`src/rtl/tt_um_seq_divider_pkg.sv`:
```
// Shared widths, state encoding and pin map for the sequential divider tile.
package tt_um_seq_divider_pkg;

  localparam int N_W   = 8;        // dividend / quotient width
  localparam int D_W   = 4;        // divisor width
  localparam int R_W   = D_W + 1;  // partial remainder width (one guard bit)
  localparam int CNT_W = 3;        // iteration counter, wraps after N_W steps

  typedef enum logic [1:0] {
    ST_IDLE = 2'd0,
    ST_CALC = 2'd1,
    ST_DONE = 2'd2
  } state_t;

  localparam logic [N_W-1:0] DIV0_QUOT = 8'hFF;

  localparam int START_BIT = 4;
  localparam int SEL_BIT   = 5;
  localparam int BUSY_BIT  = 6;
  localparam int DONE_BIT  = 7;

  localparam logic [7:0] UIO_OE_VAL = 8'b1100_0000;

endpackage

```
`src/rtl/tt_um_seq_divider_div_step.sv`:
```
// One restoring-division iteration: shift in the next dividend bit, trial
// subtract the divisor with a ripple of full adders, keep the difference
// when there is no borrow.

module full_adder (
  input  logic a,
  input  logic b,
  input  logic cin,
  output logic sum,
  output logic cout
);
  assign sum  = a ^ b ^ cin;
  assign cout = (a & b) | (cin & (a ^ b));
endmodule

module div_step
  import tt_um_seq_divider_pkg::*;
(
  input  logic [R_W-1:0] rem_in,
  input  logic           bit_in,
  input  logic [D_W-1:0] divisor,
  output logic [R_W-1:0] rem_out,
  output logic           q_bit
);

  logic [R_W-1:0] shifted;
  logic [R_W-1:0] sub_b;
  logic [R_W-1:0] diff;
  logic [R_W:0]   carry;

  assign shifted  = {rem_in[R_W-2:0], bit_in};
  assign sub_b    = ~{1'b0, divisor};
  assign carry[0] = 1'b1;

  for (genvar i = 0; i < R_W; i++) begin : g_sub
    full_adder u_fa (
      .a   (shifted[i]),
      .b   (sub_b[i]),
      .cin (carry[i]),
      .sum (diff[i]),
      .cout(carry[i+1])
    );
  end

  // A set top bit of rem_in means the shifted value is at least 32, so it
  // always exceeds a 4-bit divisor and the 5-bit difference is still exact.
  assign q_bit   = carry[R_W] | rem_in[R_W-1];
  assign rem_out = q_bit ? diff : shifted;

endmodule

```
`src/rtl/tt_um_seq_divider.sv`:
```
// Sequential 8-bit / 4-bit restoring divider tile with start/busy/done
// handshake on the bidirectional pins.
//
//  state | meaning
//  IDLE  | waiting for first start edge, outputs show reset result (0)
//  CALC  | one quotient bit per clock, 8 iterations, busy=1
//  DONE  | result registers valid, done=1 until the next accepted start

module tt_um_seq_divider
  import tt_um_seq_divider_pkg::*;
(
  input  logic       clk,
  input  logic       rst_n,
  input  logic       ena,
  input  logic [7:0] ui_in,
  output logic [7:0] uo_out,
  input  logic [7:0] uio_in,
  output logic [7:0] uio_out,
  output logic [7:0] uio_oe
);

  state_t           state_q, state_d;
  logic             s1, s2, s3;
  logic             accept, load, div_zero;
  logic [CNT_W-1:0] cnt_q;
  logic [N_W-1:0]   dvd_q, quo_q, quot_res, rem_res;
  logic [D_W-1:0]   div_q;
  logic [R_W-1:0]   rem_q, rem_d;
  logic             q_bit;
  logic             unused_ok;

  assign unused_ok = &{1'b0, ena, uio_in[7:6]};

  assign accept   = s2 & ~s3;
  assign load     = accept & ((state_q == ST_IDLE) | (state_q == ST_DONE));
  assign div_zero = (uio_in[D_W-1:0] == '0);

  // start synchroniser plus edge-detect delay flop
  always_ff @(posedge clk or negedge rst_n) begin
    if (!rst_n) begin
      s1 <= 1'b0;
      s2 <= 1'b0;
      s3 <= 1'b0;
    end else begin
      s1 <= uio_in[START_BIT];
      s2 <= s1;
      s3 <= s2;
    end
  end

  // FSM state register
  always_ff @(posedge clk or negedge rst_n) begin
    if (!rst_n) state_q <= ST_IDLE;
    else        state_q <= state_d;
  end

  // FSM next-state logic
  always_comb begin
    state_d = state_q;
    case (state_q)
      ST_IDLE, ST_DONE: if (accept) state_d = div_zero ? ST_DONE : ST_CALC;
      ST_CALC:          if (cnt_q == 3'd7) state_d = ST_DONE;
      default:          state_d = ST_IDLE;
    endcase
  end

  div_step u_step (
    .rem_in (rem_q),
    .bit_in (dvd_q[N_W-1]),
    .divisor(div_q),
    .rem_out(rem_d),
    .q_bit  (q_bit)
  );

  // operand latch, iteration shift registers and result registers
  always_ff @(posedge clk or negedge rst_n) begin
    if (!rst_n) begin
      cnt_q    <= '0;
      dvd_q    <= '0;
      div_q    <= '0;
      rem_q    <= '0;
      quo_q    <= '0;
      quot_res <= '0;
      rem_res  <= '0;
    end else if (load) begin
      if (div_zero) begin
        quot_res <= DIV0_QUOT;
        rem_res  <= ui_in;
      end else begin
        dvd_q <= ui_in;
        div_q <= uio_in[D_W-1:0];
        rem_q <= '0;
        quo_q <= '0;
        cnt_q <= '0;
      end
    end else if (state_q == ST_CALC) begin
      dvd_q <= {dvd_q[N_W-2:0], 1'b0};
      rem_q <= rem_d;
      quo_q <= {quo_q[N_W-2:0], q_bit};
      cnt_q <= cnt_q + 3'd1;
      if (cnt_q == 3'd7) begin
        quot_res <= {quo_q[N_W-2:0], q_bit};
        rem_res  <= {4'b0000, rem_d[D_W-1:0]};
      end
    end
  end

  assign uo_out  = uio_in[SEL_BIT] ? rem_res : quot_res;
  assign uio_out = {state_q == ST_DONE, state_q == ST_CALC, 6'b00_0000};
  assign uio_oe  = UIO_OE_VAL;

endmodule
```
`config.mk`:
```
export PLATFORM = sky130hd
export DESIGN_NAME = tt_um_seq_divider
export DESIGN_NICKNAME = d
export VERILOG_FILES = /design/src/rtl/tt_um_seq_divider_pkg.sv /design/src/rtl/tt_um_seq_divider_div_step.sv /design/src/rtl/tt_um_seq_divider.sv
export SDC_FILE = /design/constraint.sdc
export NUM_CORES = 1
export LEC_CHECK = 0
export BUFFER_PORTS_ARGS = -buffer_cell sky130_fd_sc_hd__buf_4
export CORE_ASPECT_RATIO = 0.5
export CORE_UTILIZATION = 50
export CTS_BUF_LIST = sky130_fd_sc_hd__clkbuf_2
export DETAILED_ROUTE_END_ITERATION = 12
export PLACE_DENSITY = 0.73
export SKIP_LAST_GASP = 1
export SYNTH_ARGS = -nofsm -noshare
export SYNTH_HDL_FRONTEND = slang
export SYNTH_SLANG_ARGS = --single-unit
```
`constraint.sdc`:
```
create_clock -name clk -period 4.1 [get_ports clk]
set_input_delay 0.82 -clock clk [delete_from_list [all_inputs] [get_ports clk]]
set_output_delay 0.82 -clock clk [all_outputs]
set_load 0.05 [all_outputs]
```
==> impl_metrics.toml, run 1 <==
[synth]
yosysUniqueCellTypes = 43
synth-async-reset-ratio_pct = 100
ys_warn_count = 0
synth_area_um2 = 2420
synth_top_family_by_area = "compound AO/OA/AOI/OAI gates"
synth_mux_area_share_pct = 6.72
synthAdderAreaFrac_pct = 4.55
syn_area_per_cell_um2 = 10.6
synth.ff_latch_count = 48
synth_flop_cell = "dfrtp_1"
seq_area_frac_synth_pct = 49.6
synthSimpleGateAreaFrac_pct = 14.0
synthCells = 228
synth_xor_area_share_pct = 0
synth-compound-area-share_pct = 15.6
synth-edff-count = 0

[setup_path]
critPathKind = "register to register"
arrival_ns = 3.30
cp-end-kind = "register"
critPathMaxFanout = 7
cp_cell_sequence = "inv_1, ha_1, fa_1, fa_1, inv_1, fa_1, inv_1, ha_1, nor2b_1, mux2_2, a221oi_2"
required_ns = 4.47
rr_worst_depth = 11
slowest_stage = "nor2b_1"
cp_slowest_stage_delay_ns = 0.52
crit_path_start_kind = "register"

[sta]
rsz0062_at_grt = "no"
finalCritPeriodShare_pct = 71.7
setup_tns_ns = 0
tightest_slew_ns = 0.698
finalHoldViolCount = 0
finalCriticalPeriod_ns = 2.94
setup_viol = 0
slew_violations = 0
max-slew-margin-rel_pct = 53.1
fin_worst_skew_ns = 0.0180
max_freq_ghz = 0.340

[floorplan]
dieArea_um2 = 5140
die_x_um = 100
start_util_pct = 53.4
core_um2 = 4530
die_height_um = 51.2
rows = 17
ios = 43

[grt]
grt_first_pass_wirelength_mm = 8.11
grt_max_degree = 49
antenna_found_initial = 0
track_usage_pct = 21.4
grt_pass1_vias = 1657
grt_overflow = 0

[drt]
vias = 1689
viasPerCell = 5.36
drt_iter0_drc = 104
antenna_left = 0
wirelength_mm = 4.77
drt-wirelength-per-cell_um = 15.1
first_pass_iters = 4
drc = 0

[clocking]
clock_sinks = 48
post_cts_buffers = 0
clockBufferDepth = 2
root_buffer = "clkbuf_2"
cts_hold_buf = 0
post_cts_resized = 0
htreeDepth = 2
clkTransAtPathRegs_ns = 0.24
cts_tree = "done"
numCtsBuffers = 5
clock_latency_ns = 0.44

[finish]
area_growth_pct = 9.46
nNetsFinal = 274
layout-drive-gt1-share_pct = 25.3
n_antenna_cell = 0
fin_util_pct = 58.5
layout_commonest_cell = "dfrtp_1"
final_area_um2 = 2650
mostFrequentLayoutCells = "dfrtp_1 (48), buf_4 (29), nand2_1 (26)"

[placed_design]
gp_congestion = 0.879
portBuffers = 25
dp_hpwl_mm = 3.30
place_area_um2 = 2580

[hold_path]
min_path_type = "input port to asynchronous set/reset pin"

[status]
status = "finished, final reports clean"

[power]
powerDensity_nw_per_um2 = 789
p_leak_nw = 1.19
vdd_drop_max_uv = 259

[run]
cap_viol_max_count = 0
==> logic make-up (layout without fill, tap and decap cells) <==
logic type	after synthesis	count (layout)
AOI/OAI and AO/OA	51	51
adders and majority gates	7	7
buffers and inverters	38	47
DFF	48	48
muxes	15	15
other	2	14
and+or+nand+nor	67	67
==> final cells by class <==
| class | count | area [µm²] |
|---|---|---|
| Sequential cell | 48 | 1200 |
| Clock buffer | 5 | 25.0 |
| Fill cell | 409 | 1880 |
| Multi-Input combinational cell | 154 | 1040 |
| Inverter | 10 | 37.5 |
| Clock inverter | 3 | 42.5 |
| Tap cell | 66 | 82.6 |
| Timing Repair Buffer | 29 | 218 |
==> Yosys cell counts, drive strengths merged, types with 4 or more instances <==
cell type  instances  area, µm²
nand2b             6       37.5
nor2              18       72.6
inv               10       37.5
a21oi              7       35.0
nand2             28        110
mux2              10        113
a22o               4       35.0
clkbuf             4       16.3
ha                 4       50.1
o21ai             17       96.4
buf               24        168
o221a              7       78.8
o22ai              4       25.0
a211oi             4       30.0
nand3              5       25.0
mux2i              5       50.1
dfrtp             48       1200
==> registers in the layout (all words and copies together), names as in the netlist <==
| signal | cells |
|---|---|
| quo_q | 7 |
| quot_res | 8 |
| div_q | 4 |
| s1 | 1 |
| dvd_q | 8 |
| state_q | 2 |
| s2 | 1 |
| rem_q | 5 |
| cnt_q | 3 |
| s3 | 1 |
| rem_res | 8 |
==> metal layers <==
layer,global-route usage [%],share of wire [%],vias up
met1,29.4,50,839
met5,0,0,-
met2,33.6,43,49
met4,7.25,1.1,0
li1,-,-,796
met3,5.06,5.1,5
==> critical path: cells and delay by family (launching register included) <==
| kind | cells | cell delay (ns) |
|---|---|---|
| AOI/OAI and AO/OA | 1 | 0.26 |
| adders and majority gates | 5 | 1.02 |
| and+or+nand+nor | 1 | 0.52 |
| buffers and inverters | 3 | 0.20 |
| muxes | 1 | 0.44 |
| DFF | 1 | 0.42 |
==> power breakdown <==
part / switching, mW / internal (mW) / total (mW)
Combinational: 0.616 / 0.417 / 1.03
Sequential: 0.124 / 0.674 / 0.798
Clock: 0.156 / 0.102 / 0.258
Total: 0.897 / 1.19 / 2.09
==> path summary, 6_finish.rpt <==
check	startpoint	slack, ns	end
max	dvd_q[7]	1.16	rem_res[2]
max in group asynchronous	rst_n	3.35	cnt_q[2]
min reg2reg	s1	0.38	s2
min	rst_n	0.34	div_q[1]
max reg2reg	dvd_q[7]	1.16	rem_res[2]
min in group clk	s1	0.38	s2
==> through the flow <==
stage	worst slack (ns)	hold slack, ns	total power, mW	instances
final	1.16	0.339	2.09	315
after global routing	0.976	0.357	2.25	315
after CTS	1.16	0.361	2.09	315
after detailed placement	1.20	0.337	1.84	307
after global placement	1.30	0.340	1.79	307
after floorplan	1.47	0.331	1.59	240
(Power assumes the default switching activity.)
==> run 2, diff against run 1 <==
--- a/config.mk
+++ b/config.mk
@@ -5,12 +5,13 @@
 export SDC_FILE = /design/constraint.sdc
 export NUM_CORES = 1
 export LEC_CHECK = 0
+export ABC_AREA = 1
 export BUFFER_PORTS_ARGS = -buffer_cell sky130_fd_sc_hd__buf_4
 export CORE_ASPECT_RATIO = 0.5
 export CORE_UTILIZATION = 50
 export CTS_BUF_LIST = sky130_fd_sc_hd__clkbuf_2
 export DETAILED_ROUTE_END_ITERATION = 12
-export PLACE_DENSITY = 0.73
+export PLACE_DENSITY = 0.72
 export SKIP_LAST_GASP = 1
 export SYNTH_ARGS = -nofsm -noshare
 export SYNTH_HDL_FRONTEND = slang
==> constraint.sdc (replaced) <==
create_clock -name clk -period 2.85 [get_ports clk]
set_input_delay 0.57 -clock clk [delete_from_list [all_inputs] [get_ports clk]]
set_output_delay 0.57 -clock clk [all_outputs]
set_load 0.05 [all_outputs]
==> run 2 against run 1 <==
Worst setup slack got worse by 0.94 ns. Sequential share of layout area decreased by 0.78 points. Clock power increased by 72%. Flip-flop and latch count unchanged. Maximum frequency increased by 12%. Critical path depth increased by 4. Clock-buffer cell count unchanged. Non-clock buffer count decreased by 3. Routed wire length decreased by 3.6%. Clock skew increased by 0.0077 ns. Worst hold slack got worse by 0.23 ns. Critical path type unchanged. Largest power group unchanged. Highest routed layer unchanged.
==> impl_metrics.toml, run 2 <==
[setup_path]
critPathMaxFanout = 6
cp-end-kind = "register"
timing.rr.start = "dvd_q[7]"
required_ns = 3.23
rr_worst_depth = 15
critPathKind = "register to register"
r2r_slack_ns = 0.22
arrival_ns = 3.01
r2r-end = "rem_res[3]"
crit_path_start_kind = "register"

[floorplan]
die_x_um = 101
core_um2 = 4570
dieArea_um2 = 5250
start_util_pct = 54.1
ios = 43
die_height_um = 51.8
rows = 17

[finish]
mostFrequentLayoutCells = "nand2_1 (131), dfrtp_1 (48), buf_4 (26)"
nFillCells = 416
layout.cells.non_filler = 388
n_antenna_cell = 0
nNetsFinal = 348
reg_top3 = "dvd_q x8, quot_res x8, rem_res x8"
final_area_um2 = 2700
layout-drive-gt1-share_pct = 15.8
layout_commonest_cell = "nand2_1"
area_growth_pct = 8.90

[synth]
yosysUniqueCellTypes = 19
ys_warn_count = 0
syn_area_per_cell_um2 = 8.14
synthDominantCellAreaShare_pct = 48.5
synth.most_common_cell = "nand2_1"
synth.ff_latch_count = 48
synthTopCellsByArea = "dfrtp_1 (49%), nand2_1 (20%), buf_4 (5.2%)"
seq_area_frac_synth_pct = 48.5
synth-async-reset-ratio_pct = 100
synth_common_cells = "nand2_1 (131), dfrtp_1 (48), inv_1 (24), nand3_1 (24), buf_4 (17)"
synthCells = 304
synth_flop_cell = "dfrtp_1"
synth_area_um2 = 2470
synth-edff-count = 0
synth_largest_area_cell = "dfrtp_1"

[placed_design]
portBuffers = 25
gp_congestion = 0.769
dp_cells = 381
dp_hpwl_mm = 3.18
place_area_um2 = 2610
dp_worst_setup_slack_ns = 0.240

[sta]
fin_worst_skew_ns = 0.0257
rsz0062_at_grt = "no"
max_freq_ghz = 0.381
tightest_slew_ns = 0.585
finalHoldViolCount = 0
slew_violations = 0
setup_tns_ns = 0
setup_viol = 0
finalCriticalPeriod_ns = 2.63
finalCritPeriodShare_pct = 92.1
setup_ws_ns = 0.224
max-slew-margin-rel_pct = 61.0

[clocking]
clock_latency_ns = 0.42
root_buffer = "clkbuf_2"
clkTransAtPathRegs_ns = 0.25
numCtsBuffers = 5
post_cts_buffers = 0
clock_sinks = 48
clockBufferDepth = 2
post_cts_resized = 0
cts_hold_buf = 0
htreeDepth = 2
cts_tree = "done"

[grt]
grt_max_degree = 49
grt_first_pass_wirelength_mm = 8.05
track_usage_pct = 20.4
grt_pass1_vias = 1755
grt_overflow = 0
antenna_found_initial = 0

[drt]
drt-wirelength-per-cell_um = 11.8
viasPerCell = 4.82
antenna_left = 0
vias = 1871
drt_iter0_drc = 114
drc = 0
first_pass_iters = 4
wirelength_mm = 4.60

[power]
vdd_drop_max_uv = 372
p_leak_nw = 1.52
powerDensity_nw_per_um2 = 1120

[run]
cap_viol_max_count = 0

[status]
status = "finished, final reports clean"

[hold_path]
min_path_type = "input port to asynchronous set/reset pin"
-- run 2: stage by stage --
| step | power (mW) | utilization (%) | hold slack, ns |
|---|---|---|---|
| global route | 3.28 | 58.9 | 0.121 |
| floorplan | 2.25 | - | 0.274 |
| global placement | 2.51 | 57.1 | 0.332 |
| finish | 3.01 | 58.9 | 0.113 |
| detailed placement | 2.57 | 57.1 | 0.337 |
| CTS | 3.02 | 58.9 | 0.113 |
-- run 2: per-layer routing --
metal	share of wire, %	global-route usage [%]	vias up
met5	0	0	-
met4	0.91	6.52	0
met3	5.7	4.30	4
met2	45	33.0	55
met1	48	27.9	869
li1	-	-	943
-- run 2: cell type report --
cell class                      count  area [µm²]  share of cell area, %
Sequential cell                    48        1200                   44.6
Multi-Input combinational cell    213        1030                   38.1
Timing Repair Buffer               26         195                   7.24
Inverter                           28         105                   3.90
Tap cell                           66        82.6                   3.06
Clock inverter                      2        60.1                   2.23
Clock buffer                        5        25.0                  0.929
-- run 2: report_power, final --
group          total [mW]  internal [mW]  switching [mW]  leakage [nW]
sequential           1.09          0.935           0.159         0.618
clock               0.445          0.231           0.213        0.0490
combinational        1.47          0.479           0.990         0.856
total                3.01           1.65            1.36          1.52
-- run 2: logic make-up after synthesis --
family / after synthesis / synth area share (%)
other: 2 / 0.303
AO/OA/AOI/OAI: 18 / 3.64
buffers and inverters: 55 / 11.8
adder cells (fa/ha/maj): 7 / 4.45
AND/OR/NAND/NOR: 166 / 27.6
multiplexers: 8 / 3.64
flip-flops: 48 / 48.5
-- run 2: critical path: stages, from the launching register on --
cell and delay, ns:
dfrtp_1 0.44, inv_1 0.06, ha_1 0.20, fa_1 0.39
fa_1 0.36, inv_1 0.08, fa_1 0.16, inv_1 0.04
ha_1 0.24, nand2_1 0.20, nand2_1 0.07, nand2_1 0.09
nand2_1 0.07, nand2_1 0.09, nand2_1 0.06, nand2_1 0.06
-- run 2: worst max-delay path by stage --
stage,startpoint,endpoint,slack [ns],depth (start not counted)
floorplan,div_q[0],rem_res[3],0.58,14
global placement,dvd_q[7],rem_res[3],0.34,15
detailed placement,dvd_q[7],rem_res[3],0.24,15
CTS,dvd_q[7],rem_res[3],0.20,15
global route,dvd_q[7],rem_res[0],0.02,15
finish,dvd_q[7],rem_res[3],0.22,15
